<file path="src/rtl/ws2812_frame_controller.sv">
// Double-buffered WS2812 frame sequencer: show snapshots shadow->active, streams pixels, then holds the latch gap.
// Pixel 0 offered one cycle after show is sampled in IDLE; pix_valid/pix_data hold stable while pix_ready is low.
module ws2812_frame_controller #(
    parameter int LENGTH       = 2,
    parameter int ADDR_W       = 1,
    parameter int LATCH_CYCLES = 2600
) (
    input  logic              clk,
    input  logic              rst_n,
    input  logic              wr_en,
    input  logic [ADDR_W-1:0] wr_addr,
    input  logic [23:0]       wr_data,
    input  logic              show,
    output logic              pix_valid,
    output logic [23:0]       pix_data,
    output logic              pix_last,
    input  logic              pix_ready,
    output logic              busy,
    output logic              frame_done
);

    localparam int CNT_W = (LATCH_CYCLES > 1) ? $clog2(LATCH_CYCLES) : 1;
    localparam logic [ADDR_W-1:0] LAST_IDX = ADDR_W'(LENGTH - 1);
    localparam logic [CNT_W-1:0]  CNT_LAST = CNT_W'(LATCH_CYCLES - 1);

    typedef enum logic [1:0] {
        S_IDLE  = 2'd0,
        S_SEND  = 2'd1,
        S_LATCH = 2'd2
    } state_t;

    state_t            state_q, state_d;
    logic              pending_q, pending_d;
    logic              frame_done_q, frame_done_d;
    logic [ADDR_W-1:0] idx_q, idx_d;
    logic [CNT_W-1:0]  cnt_q, cnt_d;
    logic [23:0]       shadow_q [LENGTH];
    logic [23:0]       shadow_d [LENGTH];
    logic [23:0]       active_q [LENGTH];
    logic [23:0]       active_d [LENGTH];

    always_ff @(posedge clk or negedge rst_n) begin
        if (!rst_n) begin
            state_q      <= S_IDLE;
            pending_q    <= 1'b0;
            frame_done_q <= 1'b0;
            idx_q        <= '0;
            cnt_q        <= '0;
            for (int i = 0; i < LENGTH; i++) begin
                shadow_q[i] <= '0;
                active_q[i] <= '0;
            end
        end else begin
            state_q      <= state_d;
            pending_q    <= pending_d;
            frame_done_q <= frame_done_d;
            idx_q        <= idx_d;
            cnt_q        <= cnt_d;
            shadow_q     <= shadow_d;
            active_q     <= active_d;
        end
    end

    always_comb begin
        state_d      = state_q;
        pending_d    = pending_q;
        frame_done_d = 1'b0;
        idx_d        = idx_q;
        cnt_d        = cnt_q;
        shadow_d     = shadow_q;
        active_d     = active_q;

        // Address compare per entry, so out-of-range addresses simply match nothing.
        for (int i = 0; i < LENGTH; i++) begin
            if (wr_en && (wr_addr == ADDR_W'(i))) begin
                shadow_d[i] = wr_data;
            end
        end

        case (state_q)
            S_IDLE: begin
                // Snapshot reads pre-edge shadow, so a same-cycle write lands in the next frame.
                if (show || pending_q) begin
                    active_d  = shadow_q;
                    idx_d     = '0;
                    pending_d = 1'b0;
                    state_d   = S_SEND;
                end
            end
            S_SEND: begin
                if (show) begin
                    pending_d = 1'b1;
                end
                if (pix_ready) begin
                    if (idx_q == LAST_IDX) begin
                        cnt_d   = '0;
                        state_d = S_LATCH;
                    end else begin
                        idx_d = idx_q + ADDR_W'(1);
                    end
                end
            end
            S_LATCH: begin
                if (show) begin
                    pending_d = 1'b1;
                end
                if (cnt_q == CNT_LAST) begin
                    cnt_d        = '0;
                    frame_done_d = 1'b1;
                    state_d      = S_IDLE;
                end else begin
                    cnt_d = cnt_q + CNT_W'(1);
                end
            end
            default: begin
                state_d = S_IDLE;
            end
        endcase
    end

    always_comb begin
        pix_data = '0;
        for (int i = 0; i < LENGTH; i++) begin
            if ((state_q == S_SEND) && (idx_q == ADDR_W'(i))) begin
                pix_data = active_q[i];
            end
        end
    end

    assign pix_valid  = (state_q == S_SEND);
    assign pix_last   = (state_q == S_SEND) && (idx_q == LAST_IDX);
    assign busy       = (state_q != S_IDLE);
    assign frame_done = frame_done_q;

endmodule

</file>
<file path="config.mk">
export PLATFORM = sky130hd
export DESIGN_NAME = ws2812_frame_controller
export DESIGN_NICKNAME = d
export VERILOG_FILES = /design/src/rtl/ws2812_frame_controller.sv
export SDC_FILE = /design/constraint.sdc
export NUM_CORES = 1
export LEC_CHECK = 0
export ABC_AREA = 0
export CAP_MARGIN = 15
export CORE_MARGIN = 1
export CORE_UTILIZATION = 35
export DETAILED_ROUTE_END_ITERATION = 10
export DONT_BUFFER_PORTS = 1
export GPL_TIMING_DRIVEN = 0
export MAX_ROUTING_LAYER = met4
export SYNTH_ARGS = -nofsm -noshare
export SYNTH_HDL_FRONTEND = slang
export SYNTH_SLANG_ARGS = --single-unit
</file>
<file path="constraint.sdc">
create_clock -name clk -period 1.72 [get_ports clk]
set_input_delay 0.344 -clock clk [delete_from_list [all_inputs] [get_ports clk]]
set_output_delay 0.344 -clock clk [all_outputs]
set_load 0.01 [all_outputs]
</file>
## Yosys cells after proc, flatten, opt, wreduce, memory -nomap -nowiden

Cells that the tools add are included.

| word-level totals | value |
|---|---|
| bits in registers | 113 |
| bits in latches | 0 |
| bits in writable memories | 0 |
| memory bits (read-only) | 0 |
| input port bits | 30 |
| output and inout port bits | 28 |
| word-level logic and storage cells | 56 |
| memories | 0 |

| cells by class | value |
|---|---|
| add/sub/neg operators | 2 |
| $mul | 0 |
| div/mod/pow operators | 0 |
| $lt $le $gt $ge | 0 |
| equality and inequality tests | 8 |
| shifts and indexed selects | 0 |
| multiplexer cells | 19 |
| bitwise gates (word level) | 2 |
| reductions and logical operators | 16 |

Operators by type and width:

| operator | number |
|---|---|
| 24-bit 2-to-1 mux | 2 |
| 12-bit 2-to-1 mux | 3 |
| 12-bit case mux with 2 select lines | 1 |
| 12-bit by 1-bit adder with 12-bit output, second input constant | 1 |
| 12-bit equality test, second input constant | 1 |
| 3-bit AND reduction | 3 |
| 2-bit 2-to-1 mux | 4 |
| 2-bit nonzero test | 4 |
| 1-bit 2-to-1 mux | 6 |
| 2-bit by 1-bit != test with 1-bit output, second input constant | 3 |
| 2-bit case mux with 3 select lines | 1 |
| 1-bit logical AND | 4 |
| 2-bit != test, second input constant | 2 |
| 1-bit case mux with 2 select lines | 2 |
| 4-bit AND reduction | 1 |
| 2-bit by 1-bit equality test with 1-bit output, second input constant | 1 |
| 2-bit equality test, second input constant | 1 |
| 2-bit logical NOT | 1 |
| 1-bit inverter | 2 |
| 2-bit AND reduction | 1 |
| 2-bit OR reduction | 1 |
| 1-bit adder, second input constant | 1 |
| 1-bit logical OR | 1 |

## Longest topological paths before layout

| depth | value |
|---|---|
| depth in word-level cells | 4 |
| depth in mapped cells | 7 |
| depth with buffers taken out | 6 |

## Worst setup path after synthesis

Ideal clock, no wire load.

| path | value |
|---|---|
| path kind | register to register |
| start point | reg state_q[1] |
| end point | reg cnt_q[6] |
| setup time | 0.069 ns |
| data arrival time | 1.799 ns |
| data required time | 1.651 ns |
| path slack | -0.148 ns |
| stages on the path, launching flop included | 7 |
| buffers on the path | 0 |
| period minus slack after synthesis | 1.868 ns |
| cell sequence | dfrtp_1 > inv_1 > ha_1 > nand3_1 > and2_1 > or4_2 > nand3_1 |

| on the way | value |
|---|---|
| cells in the longest elaborated chain, start to end | 3 |
| elaborated cells on any way between the ends | 7 |
| those cells by class | eq/ne: 4; mux: 1; reduce/logical: 2 |

Ends and longest elaborated chain:

| what | line | text |
|---|---|---|
| start, declared | 32 | `state_t state_q, state_d;` |
| start signal, assigned | 54 | `state_q <= state_d;` |
| 2-bit by 1-bit equality test with 1-bit output (*) | n/a |  |
| named net pix_valid | 14 | `output logic pix_valid,` |
| 2-bit by 1-bit != test with 1-bit output (no line) or 2-bit nonzero test (tied branches) | n/a |  |
| 3-bit AND reduction (no line) | n/a |  |
| end signal, assigned | 58 | `cnt_q <= cnt_d;` |
| end, declared | 36 | `logic [CNT_W-1:0] cnt_q, cnt_d;` |

Mark *: on every way through the listed nets, which the timed path passes. The rest lies on a longest branch.
A chain may end at the register's enable or synchronous reset.

## Worst setup path after layout

| path | value |
|---|---|
| start point | reg state_q[1] |
| end point | out pix_data[19] |

| on the way | value |
|---|---|
| cells in the longest elaborated chain, start to end | 4 |
| elaborated cells on any way between the ends | 5 |
| those cells by class | eq/ne: 1; mux: 2; reduce/logical: 2 |

Ends and longest elaborated chain:

| what | line | text |
|---|---|---|
| 2-bit by 1-bit equality test with 1-bit output (*) | n/a |  |
| named net pix_valid | 14 |  |
| 1-bit logical AND | 124 | `if ((state_q == S_SEND) && (idx_q == ADDR_W'(i))) begin` |
| 24-bit 2-to-1 mux | 124 |  |
| 24-bit 2-to-1 mux (*) | 124 |  |
| end, declared | 15 | `output logic [23:0] pix_data,` |

Marks and branches as above.

==> results.txt <==
* Status: complete, but fails checks
- The checks that failed: hold timing, setup timing.
* Highest fanout seen on the critical path: 9
* Clock buffers created by TritonCTS: 17
- The die covers 14400 µm².
- After layout, the minimum clock period comes to 1.87 ns.
- Main synth FF type: sky130_fd_sc_hd__dfrtp_1
* Number of nets in the layout: 442
- Busiest grt layer: met2
- Of the post-synthesis cell area, the part taken by muxes is 27.1%.
- CTS saw 113 sinks.
- From synthesis to final layout, the design area changed by 33.4%.
- Detailed placement finished with a half-perimeter wire length of 6630 µm.
* Total wire length after detailed routing: 11100 µm
- Derived from the worst setup path, the maximum achievable clock frequency is 535 MHz.
- In this run, placement finished with an instance count of 542.
* Iteration-0 DRC Markers: 268
- Number of global-route vias before repair: 3257
* Cell leakage power: 2.64 nW
- Worst clock skew: 0.00997 ns
- Maximum number of pins on one net before global-route repair: 114
- In this run the worst hold path is classified as in -> async.
- Clock slew seen by the registers of the worst setup and hold paths: 0.05 ns
- Fraction of met1 tracks used by global routing: 18.9%
* Dpl cell area: 5140 µm²
* Buffer type at the clock tree root: sky130_fd_sc_hd__clkbuf_16
* TritonCTS clock tree: done
- Worst hold slack: -0.361 ns
- The max-slew violation total from the final report came to 0.
* Max clock buf depth: 2
- After synthesis, the netlist uses 39 different library cells.
* Buffers on Ports: 0
- Antenna violations before repair: 0
* Fraction of layout instances using a drive strength above 1: 54.8%
* Worst-case setup margin in the final layout: -0.148 ns
- CP startpoint kind: register
- Met2 track utilization from global routing: 27.9%
- For met3 alone, demand over resource in global routing was 6.46%.
- Of the total synthesized cell area, the portion taken by AND, OR, NAND and NOR gates is 7.49%.
- Actual transition at the worst max-transition pin: 0.713 ns
* Mean cell area of the mapped netlist: 13.3 µm²
* Clock latency on the worst-skew pair: 0.40 ns
* YS warnings: 0
* XOR/XNOR Fraction of Synth Area: 0%
- After floorplanning, the core was divided into 42 placement rows.
- In this run the remaining antenna-violating nets after routing total 0.
- After synthesis, the largest family of logic cells by area is multiplexers.
* Summed area of non-filler cells in the final layout: 6510 µm²
* Net count of the mapped netlist: 401
- Share of synthesized registers carrying an async set or reset: 100%
- The die is 120 µm tall.
- At the end of routability-driven placement, the weighted congestion stood at 0.823.
- In this run the standard cell core region covers 13400 µm².
- Share of the clock period used by the worst path: 109%
- Die X: 120 µm
- Worst setup path startpoint: state_q[1]
* Critical path capture point type: output port
- Maximum vdd ir drop: 0.907 mV
- In the final routed layout, each cell accounts on average for 18.7 µm.
- In this run the number of H-tree levels came out at 4.
* Num ports: 58
- The first TritonRoute pass finished after 4 iterations.
- Synthesized flop and latch total: 113
- Vias: 3058
- For this run the aggregate overflow at the end of global routing stands at 0.
- Final routed DRC violation total: 0
* Initial Utilization: 36.4%
* Compound-cell area share of the yosys netlist: 3.95%
* Sequential share of the synthesized area: 58.0%
- Wire length of the first global-routing pass: 17400 µm
* Count of antenna diodes in the layout: 0
- Counting flops with a built-in enable in the synthesized netlist gives 0.
- Data arrives at the worst endpoint at 1.52 ns.
- Measured against its own limit, the worst slew margin works out to 52.5%.
* Layout Cells excl Fill: 594
* Accumulated negative setup slack: -3.95 ns
* Final count of negative-setup-slack endpoints: 37
- Adder-cell share of the synthesized area: 1.28%
* Worst reg2reg startpoint: cnt_q[4]
- Global routing used 16.8% of the available tracks.
- Pwr Density: 1980 nW/µm²
- STA puts the critical path data required time at 1.38 ns.
- The mapped netlist covers 4880 µm².
- Across the run, the number of max-cap violations was 0.
- The critical path is of the reg -> out type.
* Number of endpoints with negative hold slack in the final report: 113
- Avg Vias per Cell: 5.15
* Cells after Synth: 366
* Setup repair after global routing missed its margin: true
## report_power, final
| part | internal, mW | switching, mW |
|---|---|---|
| combinational | 2.79 | 2.52 |
| sequential | 3.55 | 0.664 |
| clock | 2.18 | 1.19 |
## routing by layer
| metal | routed length, µm | vias to the layer above | part of all wire, % |
|---|---|---|---|
| met2 | 5890 | 72 | 53 |
| met4 | 65 | 0 | 0.58 |
| met5 | 0 | - | 0 |
| met1 | 4510 | 1588 | 41 |
| li1 | - | 1392 | - |
| met3 | 670 | 6 | 6.0 |
## through the flow
stage                     total power [mW]  util, %  setup slack [ns]
final                                 12.9     48.6            -0.148
after global routing                  13.5     48.6            -0.204
after CTS                             12.8     47.9            -0.147
after detailed placement              7.51     38.3            -0.406
after global placement                7.34     38.3            -0.358
after floorplan                       6.66        -          0.000328
## cell usage in the layout, fill, tap and decap left out, drive strengths merged, types with 2 or more instances in the layout
master    instances
dfrtp           113
mux2             96
clkbuf           30
buf              29
nor2             25
mux2i            24
nand2            16
inv              10
nand3            10
a21oi             8
o21ai             7
clkinv            6
ha                5
o22ai             4
or4               4
and3              3
and2              3
o31ai             2
a31oi             2
clkinvlp          2
bufinv            2
nand2b            2
## kinds of logic (layout without fill, tap and decap cells)
family / after synthesis / in the layout
buffers and inverters: 28 / 79
AO/OA/AOI/OAI: 28 / 29
multiplexers: 120 / 120
AND/OR/NAND/NOR: 72 / 72
adder cells (fa/ha/maj): 5 / 5
flip-flops: 113 / 113
## what timing repair did
action | in CTS | in global routing
gates resized for setup | 128 | 17
setup endpoints to repair | 88 | 76
gates cloned | 5 | 0
pin swaps | 21 | 13
buffers inserted | 15 | 3
hold endpoints to repair | 113 | 113
## area by class of cell
| class | count | area [µm²] |
|---|---|---|
| sequential | 113 | 2830 |
| fill | 1149 | 6890 |
| inverter | 10 | 45.0 |
| multi-input combinational | 226 | 2420 |
| timing repair buffer | 22 | 240 |
| clock buffer | 20 | 457 |
| tap | 176 | 220 |
| buffer | 17 | 189 |
| clock inverter | 10 | 113 |
## synth_stat cells (3+ instances only)
library cell	instances	area, µm²
sky130_fd_sc_hd__mux2i_1	24	240
sky130_fd_sc_hd__dfrtp_1	113	2830
sky130_fd_sc_hd__o21ai_0	5	25.0
sky130_fd_sc_hd__mux2_2	96	1080
sky130_fd_sc_hd__buf_2	3	15.0
sky130_fd_sc_hd__clkbuf_1	13	48.8
sky130_fd_sc_hd__a21oi_1	8	40.0
sky130_fd_sc_hd__nor2_1	25	93.8
sky130_fd_sc_hd__or4_2	3	26.3
sky130_fd_sc_hd__and2_1	3	18.8
sky130_fd_sc_hd__ha_1	5	62.6
sky130_fd_sc_hd__nand2_1	15	56.3
sky130_fd_sc_hd__inv_1	9	33.8
sky130_fd_sc_hd__and3_1	3	18.8
sky130_fd_sc_hd__o22ai_1	4	25.0
sky130_fd_sc_hd__nand3_1	10	50.1
## registers in the layout (all words and copies together), names as in the netlist
register and flops:
active_q 48, shadow_q 48, idx_q 1, frame_done 1, cnt_q 12, pending_q 1, state_q 2
## worst max-delay path, stage by stage (launching register included)
cell and delay, ns:
sky130_fd_sc_hd__dfrtp_1 0.39, sky130_fd_sc_hd__inv_2 0.08, sky130_fd_sc_hd__ha_4 0.23, sky130_fd_sc_hd__inv_8 0.09, sky130_fd_sc_hd__clkbuf_16 0.18, sky130_fd_sc_hd__nor2_4 0.14
## path summary, 6_finish.rpt
check | end | cells past startpoint | slack [ns]
worst max-delay path | pix_data[19] | 5 | -0.15
worst min-delay path | cnt_q[4] | 0 | -0.36
worst max register to register | state_q[1] | 5 | -0.13
worst min register to register | shadow_q[21] | 1 | 0.50
max in group asynchronous | shadow_q[19] | 0 | 1.91
min in group clk | pending_q | 2 | 0.06
Power figures use the tool's default switching activity.
